--- src/rtl/display_pkg.sv ---
`default_nettype none
// ============================================================================
// Module      : display_pkg
// Description : Shared types and constants for the 7-segment scan driver.
//               SEG_OFF   - all segments dark (active-low).
//               HEX_SEG   - hex-digit segment patterns, {g,f,e,d,c,b,a}.
//               seg_t     - 7-bit segment vector.
// Revision    : 1.0 - initial release
// ============================================================================
package display_pkg;

  typedef logic [6:0] seg_t;

  localparam seg_t SEG_OFF = 7'h7F;

  // Active-low patterns for 0..F; lower-case b and d keep them distinct
  // from 8 and 0.
  localparam seg_t HEX_SEG [16] = '{
    7'h40, 7'h79, 7'h24, 7'h30,
    7'h19, 7'h12, 7'h02, 7'h78,
    7'h00, 7'h10, 7'h08, 7'h03,
    7'h46, 7'h21, 7'h06, 7'h0E
  };

endpackage
`default_nettype wire

--- src/rtl/hex_to_7seg.sv ---
`default_nettype none
// ============================================================================
// Module      : hex_to_7seg
// Description : Combinational nibble to active-low 7-segment pattern decode.
// Ports       : nibble_i  in  4  hex digit
//               seg_o     out 7  active-low segments {g,f,e,d,c,b,a}
// Revision    : 1.0 - initial release
// ============================================================================
module hex_to_7seg
  import display_pkg::*;
(
  input  logic [3:0] nibble_i,
  output seg_t       seg_o
);

  assign seg_o = HEX_SEG[nibble_i];

endmodule
`default_nettype wire

--- src/rtl/display_scan_7seg.sv ---
`default_nettype none
// ============================================================================
// Module      : display_scan_7seg
// Description : Time-multiplexed common-anode 7-segment driver with a
//               double-buffered load interface. New data is moved from the
//               pending buffer to the active buffer only at a frame boundary
//               so a frame never mixes old and new digits.
// Ports       : clk          in   1            system clock
//               reset        in   1            synchronous, active-high
//               load         in   1            capture value/dp_in/blank_in
//               value        in   4*N_DIGITS   nibble k drives digit k
//               dp_in        in   N_DIGITS     decimal point request per digit
//               blank_in     in   N_DIGITS     blank request per digit
//               anodes       out  N_DIGITS     active-low digit enables
//               segments     out  7            active-low {g,f,e,d,c,b,a}
//               dp           out  1            active-low decimal point
//               frame_start  out  1            pulse when digit 0 is lit
//               pending      out  1            loaded data awaiting boundary
// Revision    : 1.0 - initial release
// ============================================================================
module display_scan_7seg
  import display_pkg::*;
#(
  parameter int N_DIGITS = 8,
  parameter int SCAN_DIV = 100000
)(
  input  logic                  clk,
  input  logic                  reset,
  input  logic                  load,
  input  logic [4*N_DIGITS-1:0] value,
  input  logic [N_DIGITS-1:0]   dp_in,
  input  logic [N_DIGITS-1:0]   blank_in,
  output logic [N_DIGITS-1:0]   anodes,
  output logic [6:0]            segments,
  output logic                  dp,
  output logic                  frame_start,
  output logic                  pending
);

  localparam int PW = $clog2(SCAN_DIV);
  localparam int IW = ($clog2(N_DIGITS) < 1) ? 1 : $clog2(N_DIGITS);

  localparam logic [PW-1:0] PRESC_MAX = PW'(SCAN_DIV - 1);
  localparam logic [IW-1:0] IDX_MAX   = IW'(N_DIGITS - 1);

  // Scan state
  logic [PW-1:0] presc_q, presc_d;
  logic [IW-1:0] idx_q,   idx_d;
  logic          lit_q,   lit_d;   // display has taken its first tick

  // Pending and active buffers
  logic [4*N_DIGITS-1:0] pend_val_q,   act_val_q;
  logic [N_DIGITS-1:0]   pend_dp_q,    act_dp_q;
  logic [N_DIGITS-1:0]   pend_blank_q, act_blank_q;
  logic                  pending_q;

  // Registered outputs
  logic [N_DIGITS-1:0] anodes_q,      anodes_d;
  seg_t                seg_q,         seg_d;
  logic                dp_q,          dp_d;
  logic                frame_start_q, frame_start_d;

  logic                  tick;
  logic                  boundary;
  logic                  swap;
  logic [4*N_DIGITS-1:0] src_val;
  logic [N_DIGITS-1:0]   src_dp;
  logic [N_DIGITS-1:0]   src_blank;
  logic [3:0]            nibble;
  seg_t                  dec_seg;

  assign tick     = (presc_q == PRESC_MAX);
  // idx_q is the lit digit once lit_q is set; the very first tick lights
  // digit 0 without advancing, so it is not a frame boundary.
  assign boundary = tick && lit_q && (idx_q == IDX_MAX);
  assign swap     = boundary && pending_q;

  // On a swapping boundary the digit-0 drive is taken straight from the
  // pending buffer, since the active buffer only updates on that same edge.
  assign src_val   = swap ? pend_val_q   : act_val_q;
  assign src_dp    = swap ? pend_dp_q    : act_dp_q;
  assign src_blank = swap ? pend_blank_q : act_blank_q;

  assign nibble = 4'(src_val >> {idx_d, 2'b00});

  hex_to_7seg u_hex_to_7seg (
    .nibble_i (nibble),
    .seg_o    (dec_seg)
  );

  always_comb begin
    presc_d       = tick ? '0 : presc_q + 1'b1;
    idx_d         = idx_q;
    lit_d         = lit_q | tick;
    anodes_d      = anodes_q;
    seg_d         = seg_q;
    dp_d          = dp_q;
    frame_start_d = 1'b0;

    if (tick && lit_q) begin
      idx_d = (idx_q == IDX_MAX) ? '0 : idx_q + 1'b1;
    end

    if (tick) begin
      anodes_d      = ~(N_DIGITS'(1) << idx_d);
      frame_start_d = (idx_d == '0);
      if (src_blank[idx_d]) begin
        seg_d = SEG_OFF;
        dp_d  = 1'b1;
      end else begin
        seg_d = dec_seg;
        dp_d  = ~src_dp[idx_d];
      end
    end
  end

  always_ff @(posedge clk) begin
    if (reset) begin
      presc_q       <= '0;
      idx_q         <= '0;
      lit_q         <= 1'b0;
      pend_val_q    <= '0;
      pend_dp_q     <= '0;
      pend_blank_q  <= '0;
      pending_q     <= 1'b0;
      act_val_q     <= '0;
      act_dp_q      <= '0;
      act_blank_q   <= '0;
      anodes_q      <= '1;
      seg_q         <= SEG_OFF;
      dp_q          <= 1'b1;
      frame_start_q <= 1'b0;
    end else begin
      presc_q       <= presc_d;
      idx_q         <= idx_d;
      lit_q         <= lit_d;
      anodes_q      <= anodes_d;
      seg_q         <= seg_d;
      dp_q          <= dp_d;
      frame_start_q <= frame_start_d;

      // The boundary consumes what was pending before this edge; a load on
      // the same edge refills the pending buffer and keeps the flag set.
      if (swap) begin
        act_val_q   <= pend_val_q;
        act_dp_q    <= pend_dp_q;
        act_blank_q <= pend_blank_q;
      end

      if (load) begin
        pend_val_q   <= value;
        pend_dp_q    <= dp_in;
        pend_blank_q <= blank_in;
        pending_q    <= 1'b1;
      end else if (swap) begin
        pending_q    <= 1'b0;
      end
    end
  end

  assign anodes      = anodes_q;
  assign segments    = seg_q;
  assign dp          = dp_q;
  assign frame_start = frame_start_q;
  assign pending     = pending_q;

endmodule
`default_nettype wire

--- config.mk ---
export PLATFORM = sky130hd
export DESIGN_NAME = display_scan_7seg
export DESIGN_NICKNAME = d
export VERILOG_FILES = /design/src/rtl/display_pkg.sv /design/src/rtl/hex_to_7seg.sv /design/src/rtl/display_scan_7seg.sv
export SDC_FILE = /design/constraint.sdc
export NUM_CORES = 1
export LEC_CHECK = 0
export ABC_AREA = 0
export CORE_MARGIN = 8
export CORE_UTILIZATION = 45
export DETAILED_ROUTE_END_ITERATION = 10
export GPL_ROUTABILITY_DRIVEN = 0
export HOLD_SLACK_MARGIN = 0.08
export PLACE_DENSITY = 0.65
export SYNTH_ARGS = -nofsm -noshare
export SYNTH_HDL_FRONTEND = slang
export SYNTH_HIERARCHICAL = 1
export SYNTH_SLANG_ARGS = --single-unit
--- constraint.sdc ---
create_clock -name clk -period 3.95 [get_ports clk]
set_clock_uncertainty 0.05 [all_clocks]
set_input_delay 0.5925 -clock clk [delete_from_list [all_inputs] [get_ports clk]]
set_output_delay 0.5925 -clock clk [all_outputs]
set_load 0.05 [all_outputs]
# After elaboration in Yosys (flattened, before gate mapping)
# Memories as Yosys holds them, arrays and structs flattened.
# Cells that the tools add are included.
[totals]
in_bits = 51
ff_bits = 135
memories = 1
romBits = 112
word_cells = 50
out_inout_bits = 18
[classes]
n_reduce_logical = 7
n_eq_ne = 2
shifts = 2
bitwise = 5
n_lt_le_gt_ge = 2
addsub = 2
muxes = 15
[mem_list]
columns = ["memory", "depth", "word_bits", "rd", "rd_ports_with_merged_regs", "wr", "line", "source"]
rows = [
  ["(name not given)", 16, 7, 1, 0, 0, "hex_to_7seg.sv:16", "assign seg_o = HEX_SEG[nibble_i];"],
]
[op_table]
columns = ["cell", "count"]
rows = [
  ["$mux 32", 1],
  ["$shr 32x5->4", 1],
  ["$mux 7", 3],
  ["$add 17x1->17 const B", 1],
  ["$eq 17x17->1 const B", 1],
  ["$mux 8", 2],
  ["$not 8->8", 1],
  ["$shl 1x3->8 const A", 1],
  ["$bmux 1 s3", 2],
  ["$mux 3", 2],
  ["$ge 5x5->1 const B", 1],
  ["$mux 1", 5],
  ["$not 4->5", 1],
  ["$lt 3x4->1 const B", 1],
  ["$reduce_or 2->1", 2],
  ["$add 3x1->3 const B", 1],
  ["$eq 3x3->1 const B", 1],
  ["$logic_and 1x1->1", 3],
  ["$logic_not 3->1", 1],
  ["$not 1->1", 2],
  ["$reduce_bool 2->1", 1],
  ["$or 1x1->1", 1],
]

# Depth between registers and ports, before layout
# Gate-level depths: netlist of the first run.
[logic_depth]
ltp_word = 11
depth_mapped = 17
ltp_nobuf = 15

# By module
# The synthesis of the first run kept the hierarchy.
[modules_own_cells]
columns = ["mod", "instances", "cells_each", "area_per_inst_um2", "seq_area_each_um2"]
rows = [
  ["display_scan_7seg", 1, 552, 5362.6, 2702.6],
  ["hex_to_7seg", 1, 33, 277.8, 0.0],
]

# Least setup slack after synthesis of the first run
# OpenSTA, ideal clock, no wires.
[synth_path]
path_type = "register to register"
from = "register presc_q[0]"
to = "register seg_q[3], in the netlist segments[3]"
synth_period_minus_slack_ps = 3593
t_arrival_ps = 3426
setup_ps = 117
required_time_ps = 3783
path_stages_with_launch = 16
path_slack_ps = 357
n_path_buf = 2
path_cell_list = "dfxtp_1 ha_1 nand2_1 nor4_2 clkbuf_1 nand4_1 and2_1 clkbuf_1 o22ai_1 nor2_1 a21oi_1 inv_1 ha_1 inv_1 mux4_1 o22a_1"
[synth_between]
elab_chain_len = 11
word_cells_on_any_way = 15
cone_classes = "1 x eq/ne; 1 x shift; 8 x mux; 1 x bitwise; 3 x reduce/logical; 1 x memory"
[synth_lines]
columns = ["element", "line", "source"]
rows = [
  ["start: declaration", "display_scan_7seg.sv:47", "logic [PW-1:0] presc_q, presc_d;"],
  ["start signal: assignment", "display_scan_7seg.sv:134", "presc_q <= presc_d;"],
  ["$eq 17x17->1 (*)", "display_scan_7seg.sv:72", "assign tick = (presc_q == PRESC_MAX);"],
  ["$logic_and 1x1->1 (*)", "display_scan_7seg.sv:75, display_scan_7seg.sv:100", ""],
  ["$logic_and 1x1->1", "display_scan_7seg.sv:75", "assign boundary = tick && lit_q && (idx_q == IDX_MAX);"],
  ["$logic_and 1x1->1", "display_scan_7seg.sv:76", "assign swap = boundary && pending_q;"],
  ["$mux 32", "n/a", ""],
  ["$shr 32x5->4 (*)", "display_scan_7seg.sv:84", "assign nibble = 4'(src_val >> {idx_d, 2'b00});"],
  ["named net nibble[0]", "display_scan_7seg.sv:69", "logic [3:0] nibble;"],
  ["$not 4->5 (implied by the code) (*)", "hex_to_7seg.sv:16", ""],
  ["$mem_v2 16x7 (*)", "n/a", ""],
  ["$mux 7 (implied by the code) (*) (2 in a row)", "hex_to_7seg.sv:16", ""],
  ["named net dec_seg[3]", "display_scan_7seg.sv:70", "seg_t dec_seg;"],
  ["$mux 7 (*)", "display_scan_7seg.sv:107", "if (src_blank[idx_d]) begin"],
  ["end signal: assignment", "display_scan_7seg.sv:138", "seg_q <= seg_d;"],
  ["end: declaration", "display_scan_7seg.sv:59", "seg_t seg_q, seg_d;"],
]
# Mark *: on every way through the listed nets, which the timed path passes. The rest lies on a longest branch. The select of a mux whose other input is x is not followed.
# A chain may end at the register's enable or synchronous reset.

# Worst setup path in the final report of the first run
[layout_path]
from = "register idx_q[0]"
to = "register seg_q[3], in the netlist segments[3]"
[layout_between]
elab_chain_len = 10
word_cells_on_any_way = 16
cone_classes = "1 x add/sub; 1 x eq/ne; 1 x shift; 9 x mux; 1 x bitwise; 2 x reduce/logical; 1 x memory"
[layout_lines]
columns = ["element", "line", "source"]
rows = [
  ["start: declaration", "display_scan_7seg.sv:48", "logic [IW-1:0] idx_q, idx_d;"],
  ["start signal: assignment", "display_scan_7seg.sv:135", "idx_q <= idx_d;"],
  ["branches (longest 4 deep; another with $add 3x1->3)", "n/a", ""],
  ["$shr 32x5->4 (*)", "display_scan_7seg.sv:84", ""],
  ["named net nibble[1]", "display_scan_7seg.sv:69", ""],
  ["$not 4->5 (implied by the code) (*)", "hex_to_7seg.sv:16", ""],
  ["$mem_v2 16x7 (*)", "n/a", ""],
  ["$mux 7 (implied by the code) (*) (2 in a row)", "hex_to_7seg.sv:16", ""],
  ["named net dec_seg[3]", "display_scan_7seg.sv:70", ""],
  ["$mux 7 (*)", "display_scan_7seg.sv:107", ""],
]
# Mark *: on every way through the listed nets, which the timed path passes. The select of a mux whose other input is x is not followed.

==> summary.md, run 1 <==
| Metric | Value |
|---|---|
| Number of buffers created by CTS | `17` |
| Via count of the first global-routing pass | `about 4400` |
| Antenna violations before repair | `0` |
| Share of synthesized flip-flops with an asynchronous set or reset | `0` |
| Post-synthesis net count | `~650` |
| Clock Sinks | `135` |
| H-tree depth reported by CTS | `4` |
| P_leak | `around 0.0027 uW` |
| YS warnings | `6` |
| Kind of end point of the critical path | `flop` |
| Summed instance area of the synthesized netlist | `between 5000 and 6000 sq um` |
| Area growth syn-to-layout | `26.4%` |
| Final Hold Violating Endpoints | `0` |
| Routed len/inst | `between 15 and 20 um` |
| Ranking of synthesized cells by area | `sky130_fd_sc_hd__dfxtp_1, sky130_fd_sc_hd__mux2i_1, sky130_fd_sc_hd__nor2_1` |
| Die Area | `around 16000 sq um` |
| Critical path depth | `14` |
| Reg-to-reg startpoint | `idx_q[0]` |
| Maximum clock frequency | `approximately 270 MHz` |
| Worst-path clk slew | `~0.06 ns` |
| TritonCTS clock tree | `done` |
| Count of hold-fix buffers inserted at cts | `0` |
| Final setup vio count | `0` |
| Overall routing resource usage | `0.165` |
| Fraction of the yosys area taken by sequential cells | `0.479` |
| Slew @ Worst Pin | `a little over 0.8 ns` |
| Register-to-register setup slack | `approximately 0.23 ns` |
| Number of filler instances in the final layout | `approximately 1100` |
| Worst path top cell family by delay | `adder cells` |
| Startpoint kind of the worst setup timing path | `flop` |
| Worst VDD drop | `roughly 0.33 mV` |
| Slowest library cell on the worst path | `sky130_fd_sc_hd__mux4_1` |
| DP Wirelength | `approximately 8.9 mm` |
| I/O pin count | `69` |
| Number of detailed-route iterations in the first pass | `4` |
| Req. time, crit path | `approximately 4.2 ns` |
| Clock root buffer | `sky130_fd_sc_hd__clkbuf_16` |
| Nets | `between 700 and 800` |
| Initial drt markers | `between 300 and 400` |
| Maximum fanout count along the critical path | `17` |
| Overall overflow remaining after global route | `0` |
| Diodes inserted | `0` |
| Sequential standard cell area | `approximately 2700 sq um` |
| Share of Yosys cell area claimed by the top area cell type | `0.479` |
| Worst-skew pair later-pin latency | `0.41 ns` |
| Number of register bits inferred by synthesis | `135` |
| Pin count of the biggest net entering global routing | `43` |
| Sum Neg Setup Slack | `0 ns` |
| Width of the die | `128 um` |
| Number of cell rows | `41` |
| Global-route wire length before repair | `between 20 and 25 mm` |
| Total via count in the routed design | `between 4000 and 5000` |
| Dominant combinational cell family by area after synthesis | `multiplexers` |
| Final critical-path share of the clock period | `0.941` |
| Mapped Cells | `between 500 and 600` |
| Crit path buf inv count | `3` |
| Fin crit period | `about 3.7 ns` |
| Max cap viols | `0` |
| Multi-input logic area | `between 2000 and 3000 sq um` |
| Synth Area in Compound Gates | `0.0852` |
| Cells on worst reg2reg path | `14` |
| Timing startpoint of the critical path | `idx_q[0]` |
| Placeable core area | `12400 sq um` |
| Pwr per Cell Area | `463 nW/um^2` |
| Share of layout cells above drive strength 1 | `0.0862` |
| Classification of the worst-slack hold path | `flop to flop` |
| Residual antenna-violating net count after detailed routing | `0` |
| Tightest slew margin relative to the limit | `0.460` |
| Worst reg2reg path endpoint | `segments[3]` |
| Number of distinct library cell variants in the gate-level netlist after synthesis | `44` |
| EDFF count, synth | `0` |
| Wire length reported by the detailed router | `roughly 13 mm` |
| Post-synthesis adder-cell area fraction | `0.0222` |
| Post-CTS setup-driven buffer insertion count | `0` |
| Buffers added on ports | `between 60 and 70` |
| Category of the critical setup timing path | `flop to flop` |
| Area share of and/or/nand/nor cells after synthesis | `0.172` |
| Critical path endpoint | `segments[3]` |
| Ordered cell list for the critical path | `ha_1 > ha_1 > and3_4 > and3_2 > buf_4 > mux2i_1 > o22ai_1 > nor2_1 > a21oi_1 > inv_1 > ha_1 > inv_1 > mux4_1 > o22a_1` |
| Vertical die dimension | `roughly 130 um` |
| Final count of pins violating max slew | `0` |
| Average size of a mapped cell | `roughly 9.6 sq um` |
| Data arrival at the endpoint of the critical path | `3.97 ns` |
| Max Buffers Root-to-Sink | `2` |
| Vias/cell | `~5.2` |
| Synth Area in XOR/XNOR | `0.0202` |
| Prevailing post-synth register cell | `sky130_fd_sc_hd__dfxtp_1` |
| Final standard cell utilization of the core | `0.574` |
| Top cell by count, worst path | `sky130_fd_sc_hd__ha_1` |
| Multiplexer share of the synthesized area | `0.183` |
| Largest stage delay, worst path | `roughly 0.49 ns` |
| Post-route DRC violation count | `0` |
| Unrepaired setup endpoints after global routing | `false` |
| Biggest area consumer among synthesized cells | `sky130_fd_sc_hd__dfxtp_1` |
| Status | `finished clean` |
| Initial standard-cell utilization of the core | `0.454` |
## kinds of logic (layout without fill, tap and decap cells)
logic type	Yosys count	after routing
buffers and inverters	45	121
XOR/XNOR	13	13
AND/OR/NAND/NOR	205	205
adder cells (fa/ha/maj)	10	10
flip-flops	135	135
multiplexers	100	100
AO/OA/AOI/OAI	77	77
## cell usage in the layout (no fill, tap or decap), types with 2 or more instances in the layout
master	netlist	routed
sky130_fd_sc_hd__nand2b_1	2	2
sky130_fd_sc_hd__xnor2_1	3	3
sky130_fd_sc_hd__nand4bb_1	2	2
sky130_fd_sc_hd__o21ai_1	6	6
sky130_fd_sc_hd__a2111oi_0	2	2
sky130_fd_sc_hd__and2_1	6	6
sky130_fd_sc_hd__ha_1	10	10
sky130_fd_sc_hd__nor2_1	129	129
sky130_fd_sc_hd__o211ai_1	2	2
sky130_fd_sc_hd__xor2_1	10	10
sky130_fd_sc_hd__o22a_1	7	7
sky130_fd_sc_hd__or3_1	6	6
sky130_fd_sc_hd__o21ai_0	9	9
sky130_fd_sc_hd__nand2_1	15	15
sky130_fd_sc_hd__clkbuf_8	0	3
sky130_fd_sc_hd__clkdlybuf4s50_1	0	66
sky130_fd_sc_hd__bufinv_16	0	5
sky130_fd_sc_hd__nor2b_1	6	6
sky130_fd_sc_hd__o22ai_1	16	16
sky130_fd_sc_hd__a22oi_1	8	8
sky130_fd_sc_hd__clkinv_4	0	2
sky130_fd_sc_hd__mux2i_1	96	96
sky130_fd_sc_hd__clkbuf_16	0	17
sky130_fd_sc_hd__nand4_1	15	15
sky130_fd_sc_hd__nor3_1	6	6
sky130_fd_sc_hd__buf_4	0	13
sky130_fd_sc_hd__nand3_1	8	8
sky130_fd_sc_hd__clkinvlp_4	0	2
sky130_fd_sc_hd__dfxtp_1	135	135
sky130_fd_sc_hd__buf_2	6	2
sky130_fd_sc_hd__and4_1	2	2
sky130_fd_sc_hd__inv_1	6	6
sky130_fd_sc_hd__a21oi_1	24	24
sky130_fd_sc_hd__clkinv_2	0	3
## worst min path at each step
stage | to | cells past startpoint | startpoint
6_report | presc_q[0] | 1 | presc_q[0]
5_1_grt | presc_q[0] | 1 | presc_q[0]
4_1_cts | presc_q[0] | 1 | presc_q[0]
3_5_place_dp | presc_q[0] | 1 | presc_q[0]
3_3_place_gp | presc_q[0] | 1 | presc_q[0]
2_1_floorplan | presc_q[0] | 1 | presc_q[0]
## power by group
part | leakage [uW] | internal, uW | total [uW] | switching [uW]
Sequential | 0.00110 | 1400 | 1420 | 21.9
Combinational | 0.00132 | 78.4 | 141 | 62.8
Clock | 0.000322 | 1170 | 1740 | 575
Total | 0.00274 | 2640 | 3300 | 659
## metal layers
metal / up-vias / track usage / wire length [um]
met3: 25 / 0.0507 / 622
met1: 2018 / 0.201 / 6090
li1: 2165 / - / -
met5: - / 0 / 0
met4: 0 / 0.0797 / 287
met2: 100 / 0.259 / 5860
## stage by stage
step / std cells / instance area, sq um / hold WS (ns) / total power [uW] / worst slack [ns]
after floorplan: 585 / 5640 / 0.368 / 1520 / 0.357
after global placement: 801 / 6460 / 0.383 / 1590 / 0.382
after detailed placement: 801 / 6460 / 0.388 / 1590 / 0.272
after CTS: 833 / 7120 / 0.395 / 3340 / 0.258
after global routing: 833 / 7130 / 0.440 / 3420 / 0.0190
final: 833 / 7130 / 0.394 / 3300 / 0.235
## repair_timing
action                                  in CTS  in global routing
endpoints found under the hold margin        0                  0
resized for setup                            0                  1
endpoints found under the setup margin       0                  1
## Yosys cell counts, types with 2 or more instances
master,n
sky130_fd_sc_hd__o21ai_1,6
sky130_fd_sc_hd__or3_1,6
sky130_fd_sc_hd__xor2_1,10
sky130_fd_sc_hd__nor2_1,129
sky130_fd_sc_hd__buf_6,5
sky130_fd_sc_hd__inv_1,6
sky130_fd_sc_hd__xnor2_1,3
sky130_fd_sc_hd__o21ai_0,9
sky130_fd_sc_hd__mux2i_1,96
sky130_fd_sc_hd__a2111oi_0,2
sky130_fd_sc_hd__nor2b_1,6
sky130_fd_sc_hd__buf_2,6
sky130_fd_sc_hd__dfxtp_1,135
sky130_fd_sc_hd__nor3_1,6
sky130_fd_sc_hd__nand2b_1,2
sky130_fd_sc_hd__clkbuf_1,23
sky130_fd_sc_hd__nand4bb_1,2
sky130_fd_sc_hd__nand4_1,15
sky130_fd_sc_hd__and4_1,2
sky130_fd_sc_hd__nand2_1,15
sky130_fd_sc_hd__ha_1,10
sky130_fd_sc_hd__o22ai_1,16
sky130_fd_sc_hd__o22a_1,7
sky130_fd_sc_hd__buf_1,4
sky130_fd_sc_hd__nand3_1,8
sky130_fd_sc_hd__a22oi_1,8
sky130_fd_sc_hd__and3_1,2
sky130_fd_sc_hd__a21oi_1,24
sky130_fd_sc_hd__and2_1,6
sky130_fd_sc_hd__o211ai_1,2
## flip-flops by register name, summed over array words and instances, names as in the netlist, 3 cells and up
register,count
presc_q,17
pend_dp_q,8
act_dp_q,8
act_blank_q,8
pend_val_q,32
idx_q,3
pend_blank_q,8
anodes,8
segments,7
act_val_q,32
## final cells by class
cell class	instances	share of cell area
Multi-Input combinational cell	405	0.383
Sequential cell	135	0.379
Timing Repair Buffer	82	0.111
Clock buffer	20	0.0655
Tap cell	172	0.0302
Clock inverter	12	0.0277
Inverter	7	0.00368
## worst register-to-register path, cell delays in order, from the launching register on
cell and delay [ns]:
sky130_fd_sc_hd__dfxtp_1 0.48, sky130_fd_sc_hd__ha_1 0.21, sky130_fd_sc_hd__ha_1 0.26, sky130_fd_sc_hd__and3_4 0.26, sky130_fd_sc_hd__and3_2 0.23, sky130_fd_sc_hd__buf_4 0.31, sky130_fd_sc_hd__mux2i_1 0.16, sky130_fd_sc_hd__o22ai_1 0.19
sky130_fd_sc_hd__nor2_1 0.07, sky130_fd_sc_hd__a21oi_1 0.25, sky130_fd_sc_hd__inv_1 0.15, sky130_fd_sc_hd__ha_1 0.31, sky130_fd_sc_hd__inv_1 0.05, sky130_fd_sc_hd__mux4_1 0.49, sky130_fd_sc_hd__o22a_1 0.17
Note: power is estimated with default switching activity, not from simulation.
==> run 2: changes to the inputs <==
- CORE_MARGIN: 8 -> default
- PLACE_DENSITY: 0.65 -> 0.7
==> summary.md, run 2 (synthesis results as in run 1) <==
| Metric | Value |
|---|---|
| Final count of pins violating max slew | `0 (unchanged)` |
| Maximum clock frequency | `270 MHz (+0.29%)` |
| Final standard cell utilization of the core | `0.578 (+0.00393)` |
| Vertical die dimension | `114 um (-11%)` |
| Hold Path Origin | `presc_q[0]` |
| Fin crit period | `3.70 ns (-0.0106 ns)` |
| Wire length reported by the detailed router | `12.5 mm (-3.2%)` |
| Worst-path clk slew | `0.05 ns (about the same)` |
| Max cap viols | `0 (unchanged)` |
| Vias/cell | `5.24 (+1.3%)` |
| Pwr per Cell Area | `418 nW/um^2 (-9.7%)` |
| Part of the total power dissipated in the clock network | `0.466 (-0.062)` |
| Via count of the first global-routing pass | `4254 (-3.7%)` |
| Worst VDD drop | `0.258 mV (-22%)` |
| I/O pin count | `69 (unchanged)` |
| Kind of end point of the critical path | `flop` |
| Reg-to-reg startpoint | `presc_q[0]` |
| Clock Sinks | `135 (unchanged)` |
| Total via count in the routed design | `4347 (+0.91%)` |
| Final Hold Violating Endpoints | `0 (unchanged)` |
| Clock root buffer | `sky130_fd_sc_hd__clkbuf_16` |
| Nets | `713 (+0.56%)` |
| Slew @ Worst Pin | `0.857 ns (+0.0467 ns)` |
| Worst-skew pair later-pin latency | `0.41 ns (about the same)` |
| Slowest library cell on the worst path | `sky130_fd_sc_hd__mux4_1` |
| P_leak | `0.00267 uW (-2.5%)` |
| Leading cell types in the layout, fill and taps excluded | `sky130_fd_sc_hd__dfxtp_1, sky130_fd_sc_hd__nor2_1, sky130_fd_sc_hd__mux2i_1, sky130_fd_sc_hd__clkdlybuf4s50_1, sky130_fd_sc_hd__a21oi_1` |
| Cells on worst reg2reg path | `14 (unchanged)` |
| Initial standard-cell utilization of the core | `0.466 (+0.0114)` |
| Area growth syn-to-layout | `24.2%` |
| TritonCTS clock tree | `done` |
| Switching power | `617 uW (-6.4%)` |
| Pin count of the biggest net entering global routing | `84 (+95%)` |
| Global-route wire length before repair | `21.0 mm (-2.5%)` |
| Number of buffers created by CTS | `17 (unchanged)` |
| Max Buffers Root-to-Sink | `2 (unchanged)` |
| Final critical-path share of the clock period | `0.938 (-0.00269)` |
| Unrepaired setup endpoints after global routing | `false` |
| Sum Neg Setup Slack | `0 ns (unchanged)` |
| Ordered cell list for the critical path | `ha_1 > buf_4 > and4_1 > nand4bb_4 > o21ai_1 > and2_1 > o22ai_1 > nor3_1 > a21oi_2 > inv_1 > ha_1 > inv_1 > mux4_1 > o22a_1` |
| Maximum fanout count along the critical path | `14 (-3)` |
| Largest stage delay, worst path | `0.47 ns (-0.02 ns)` |
| Overall overflow remaining after global route | `0 (unchanged)` |
| DP Wirelength | `8.34 mm (-6.7%)` |
| Area after DPL | `6480 sq um (+0.39%)` |
| Antenna violations before repair | `0 (unchanged)` |
| Initial drt markers | `250 (-19%)` |
| Final setup vio count | `0 (unchanged)` |
| Routed len/inst | `15.0 um (-2.8%)` |
| Portion of total power attributed to sequential cells | `0.485 (+0.056)` |
| Residual antenna-violating net count after detailed routing | `0 (unchanged)` |
| Final non-filler cell area | `7000 sq um (-1.8%)` |
| Commonest non-fill, non-tap cell in the layout | `sky130_fd_sc_hd__dfxtp_1` |
| Data arrival at the endpoint of the critical path | `3.95 ns (-0.02 ns)` |
| Diodes inserted | `0 (unchanged)` |
| Register-to-register setup slack | `0.25 ns (about the same)` |
| Internal power | `2310 uW (-13%)` |
| Portion of total power attributed to combinational logic | `0.049 (+0.006)` |
| Post-route DRC violation count | `0 (unchanged)` |
| Sw frac | `0.211 (+0.0111)` |
| Width of the die | `114 um (-11%)` |
| Category of the critical setup timing path | `flop to flop` |
| Worst hold path depth | `1 (unchanged)` |
| Worst reg2reg path endpoint | `segments[3]` |
| Overall routing resource usage | `0.206 (+0.0412)` |
| Number of filler instances in the final layout | `1073 (-3.2%)` |
| Req. time, crit path | `4.20 ns (about the same)` |
| Number of detailed-route iterations in the first pass | `6 (+2)` |
| Status | `finished clean` |
| Leading registers by flop count | `act_val_q: 32 flops, pend_val_q: 32 flops, presc_q: 17 flops` |
| H-tree depth reported by CTS | `4 (unchanged)` |
| End point of the worst hold path | `presc_q[0]` |
| Placeable core area | `12100 sq um (-2.4%)` |
| Worst setup slack after placement | `0.134 ns (-0.138 ns)` |
| Tightest slew margin relative to the limit | `0.429 (-0.0311)` |
| Classification of the worst-slack hold path | `flop to flop` |
| Number of cell rows | `40 (-2.4%)` |
| Share of layout cells above drive strength 1 | `0.0876 (+0.00138)` |
| Die Area | `13000 sq um (-21%)` |
| Final setup slack of the worst path | `0.245 ns (+0.0106 ns)` |
| Buffers added on ports | `68 (unchanged)` |
| Startpoint kind of the worst setup timing path | `flop` |
| Post-CTS setup-driven buffer insertion count | `0 (unchanged)` |
## run 2: area by class of cell
type,count,area (sq um),share of cell area
Sequential cell,135,2700,0.386
Timing Repair Buffer,86,818,0.117
Multi-Input combinational cell,405,2740,0.391
Clock inverter,5,25.0,0.00357
Clock buffer,24,482,0.0688
Inverter,7,26.3,0.00375
Tap cell,168,210,0.0300
## run 2: metrics by stage
step                cells  hold WS [ns]  power [uW]
finish                830         0.396        2930
CTS                   830         0.403        2950
floorplan             585         0.368        1520
global route          830         0.433        3030
global placement      801         0.380        1590
detailed placement    801         0.391        1590
## run 2: timing repair
| item | in CTS | in global routing |
|---|---|---|
| resized for setup | 0 | 4 |
| hold endpoints to repair | 0 | 0 |
| hold buffers | 0 | 0 |
| setup endpoints to repair | 0 | 4 |
## run 2: how the worst max path moves through the flow
stage                          start          end
after detailed placement    idx_q[0]  segments[3]
final                     presc_q[0]  segments[3]
after global placement    presc_q[7]  segments[3]
after floorplan           presc_q[0]  segments[3]
after global routing        idx_q[0]  segments[4]
after CTS                   idx_q[0]  segments[3]
## run 2: critical path, delay by kind of cell (launching register included)
kind                     cells  cell delay [ns]
AO/OA/AOI/OAI                4             0.79
AND/OR/NAND/NOR              4             1.24
buffers and inverters        3             0.36
multiplexers                 1             0.47
flip-flops                   1             0.35
adder cells (fa/ha/maj)      2             0.33
## run 2: power by group through the flow
stage	Sequential, uW	Combinational, uW	Clock [uW]
finish	1420	145	1360
detailed placement	1450	145	0
CTS	1420	146	1380
floorplan	1440	77.3	0
global route	1420	158	1450
global placement	1450	142	0
## run 2: routing by layer
metal  track usage  wire length [um]
met1         0.281              6000
met3        0.0563               664
met5             0                 0
met2         0.310              5590
met4        0.0814               205
==> run 3: changes to the inputs <==
- PLACE_DENSITY: 0.7 -> 0.75
- SYNTH_HIERARCHICAL: 1 -> default
==> summary.md, run 3 <==
| Metric | Value |
|---|---|
| Classification of the worst-slack hold path | `flop to flop` |
| P_leak | `0.00301 uW (+13%)` |
| Slew @ Worst Pin | `1.08 ns (+0.223 ns)` |
| Pin count of the biggest net entering global routing | `99 (+18%)` |
| Startpoint kind of the worst setup timing path | `flop` |
| Number of distinct library cell variants in the gate-level netlist after synthesis | `65 (+48%)` |
| Pwr per Cell Area | `452 nW/um^2 (+8.2%)` |
| Biggest area consumer among synthesized cells | `sky130_fd_sc_hd__dfxtp_1` |
| Tightest slew margin relative to the limit | `0.280 (-0.149)` |
| Share of synthesized flip-flops with an asynchronous set or reset | `0 (unchanged)` |
| Worst-case hold slack | `0.422 ns (+0.0265 ns)` |
| Share of Yosys cell area claimed by the top area cell type | `0.459 (-0.0201)` |
| Final standard cell utilization of the core | `0.584 (+0.00568)` |
| Clock Sinks | `135 (unchanged)` |
| Kind of end point of the critical path | `flop` |
| Status | `finished clean` |
| Leading registers by flop count | `act_val_q: 32 flops, pend_val_q: 32 flops, presc_q: 17 flops` |
| Global-route wire length before repair | `22.8 mm (+8.9%)` |
| Nets | `752 (+5.5%)` |
| Reg-to-reg startpoint | `presc_q[0]` |
| Final critical-path share of the clock period | `0.918 (-0.0195)` |
| Die Area | `13500 sq um (+4.3%)` |
| Number of register bits inferred by synthesis | `135 (unchanged)` |
| YS warnings | `0 (-6)` |
| Vias/cell | `5.54 (+5.8%)` |
| Largest stage delay, worst path | `0.56 ns (+0.09 ns)` |
| Initial standard-cell utilization of the core | `0.465 (-0.00110)` |
| Data arrival at the endpoint of the critical path | `3.89 ns (-0.06 ns)` |
| Overall overflow remaining after global route | `0 (unchanged)` |
| Total via count in the routed design | `4860 (+12%)` |
| Maximum fanout count along the critical path | `9 (-5)` |
| Post-synthesis net count | `687 (+6.3%)` |
| Timing startpoint of the critical path | `presc_q[0]` |
| Power after layout | `3340 uW (+14%)` |
| Routed len/inst | `16.1 um (+7.4%)` |
| Max Buffers Root-to-Sink | `2 (unchanged)` |
| Number of cell rows | `41 (+2.5%)` |
| Worst-path clk slew | `0.06 ns (about the same)` |
| Antenna violations before repair | `0 (unchanged)` |
| Leading cell types in the layout, fill and taps excluded | `sky130_fd_sc_hd__dfxtp_1, sky130_fd_sc_hd__nor2_1, sky130_fd_sc_hd__clkdlybuf4s50_1, sky130_fd_sc_hd__mux2i_1, sky130_fd_sc_hd__a21oi_1` |
| Post-CTS setup-driven buffer insertion count | `0 (unchanged)` |
| Number of buffers created by CTS | `17 (unchanged)` |
| Initial drt markers | `386 (+54%)` |
| TritonCTS clock tree | `done` |
| Commonest non-fill, non-tap cell in the layout | `sky130_fd_sc_hd__dfxtp_1` |
| Ranking of synthesized cells by area | `sky130_fd_sc_hd__dfxtp_1, sky130_fd_sc_hd__mux2i_1, sky130_fd_sc_hd__nor2_1` |
| Count leader, synth | `sky130_fd_sc_hd__dfxtp_1` |
| Wire length reported by the detailed router | `14.1 mm (+13%)` |
| Buffers added on ports | `68 (unchanged)` |
| Max cap viols | `0 (unchanged)` |
| Width of the die | `116 um (+2.1%)` |
| Share of layout cells above drive strength 1 | `0.121 (+0.0330)` |
| Summed instance area of the synthesized netlist | `5890 sq um (+4.4%)` |
| Hold Path Origin | `act_val_q[25]` |
| Overall routing resource usage | `0.222 (+0.0164)` |
| Fraction of the yosys area taken by sequential cells | `0.459 (-0.0201)` |
| Placeable core area | `12700 sq um (+4.6%)` |
| Residual antenna-violating net count after detailed routing | `0 (unchanged)` |
| Category of the critical setup timing path | `flop to flop` |
| Average size of a mapped cell | `9.39 sq um (-2.6%)` |
| Vertical die dimension | `116 um (+2.1%)` |
| Most instantiated cells after synthesis | `sky130_fd_sc_hd__dfxtp_1, sky130_fd_sc_hd__nor2_1, sky130_fd_sc_hd__mux2i_1` |
| Final count of pins violating max slew | `0 (unchanged)` |
| Mapped Cells | `627 (+7.2%)` |
| Req. time, crit path | `4.21 ns (about the same)` |
| Fin crit period | `3.63 ns (-0.0771 ns)` |
| Worst VDD drop | `0.280 mV (+8.2%)` |
| Ordered cell list for the critical path | `ha_1 > and4_1 > and4_4 > nand2_4 > mux2i_1 > mux4_2 > a221oi_2 > inv_1 > ha_1 > mux2_2 > a211oi_1 > nor2_1` |
| I/O pin count | `69 (unchanged)` |
| Number of detailed-route iterations in the first pass | `6 (unchanged)` |
| Sum Neg Setup Slack | `0 ns (unchanged)` |
| Prevailing post-synth register cell | `sky130_fd_sc_hd__dfxtp_1` |
| Area growth syn-to-layout | `25.7%` |
| Post-route DRC violation count | `0 (unchanged)` |
| Slowest library cell on the worst path | `sky130_fd_sc_hd__mux4_2` |
| Unrepaired setup endpoints after global routing | `false` |
| H-tree depth reported by CTS | `4 (unchanged)` |
| EDFF count, synth | `0 (unchanged)` |
| Worst-skew pair later-pin latency | `0.43 ns (+0.02 ns)` |
| Via count of the first global-routing pass | `4733 (+11%)` |
| Top cell by count, worst path | `sky130_fd_sc_hd__ha_1` |
| Clock root buffer | `sky130_fd_sc_hd__clkbuf_16` |
| Final setup vio count | `0 (unchanged)` |
| Maximum clock frequency | `276 MHz (+2.1%)` |
| DP Wirelength | `9.62 mm (+15%)` |
| Final Hold Violating Endpoints | `0 (unchanged)` |
| Diodes inserted | `0 (unchanged)` |
==> run 3: cell families after synthesis <==
family,count (synthesis),share of synthesized area
AND/OR/NAND/NOR,210,0.177
AO/OA/AOI/OAI,135,0.151
flip-flops,135,0.459
multiplexers,77,0.138
buffers and inverters,49,0.0376
XOR/XNOR,12,0.0179
adder cells (fa/ha/maj),9,0.0191
==> run 3: area by class of cell <==
type	instances	area (sq um)
inverter	7	26.3
clock inverter	13	226
sequential	135	2700
tap	172	215
fill	1105	5270
clock buffer	19	443
multi-input combinational	443	2970
timing repair buffer	88	821
==> run 3: critical path: cells and delay by family (launching register included) <==
| family | cells | cell delay, ns |
|---|---|---|
| buffers and inverters | 1 | 0.14 |
| AOI/OAI and AO/OA | 2 | 0.52 |
| DFF | 1 | 0.38 |
| and+or+nand+nor | 4 | 0.79 |
| adders and majority gates | 2 | 0.50 |
| muxes | 3 | 1.12 |
==> run 3: report_power, final <==
group	total [uW]	internal (uW)	switching [uW]	leakage [uW]
logic	144	79.4	64.5	0.00158
clock network	1780	1200	587	0.000331
registers	1420	1390	22.3	0.00110
==> run 3: per-stage QoR <==
| stage | worst slack [ns] | instance area, sq um | std cells |
|---|---|---|---|
| final | 0.322 | 7400 | 877 |
| after global routing | 0.0512 | 7400 | 877 |
| after CTS | 0.166 | 7400 | 877 |
| after detailed placement | 0.177 | 6730 | 845 |
| after global placement | 0.374 | 6730 | 845 |
| after floorplan | 0.374 | 5890 | 627 |
==> run 3: final timing paths <==
check,cells after the start,slack [ns],end
worst min-delay path,2,0.42,act_val_q[25]
worst max register to register,12,0.32,segments[5]
worst max-delay path,12,0.32,segments[5]
worst min register to register,2,0.42,act_val_q[25]
==> run 3: layer usage <==
metal / wire [um] / vias to the layer above / track usage
li1: - / 2372 / -
met1: 6330 / 2320 / 0.273
met2: 6710 / 135 / 0.353
met3: 660 / 33 / 0.0638
met4: 444 / 0 / 0.119
met5: 0 / - / 0
==> run 3: timing repair <==
action / in CTS / in global routing
hold buffers: 0 / 0
gates resized for setup: 0 / 2
endpoints found under the setup margin: 0 / 2
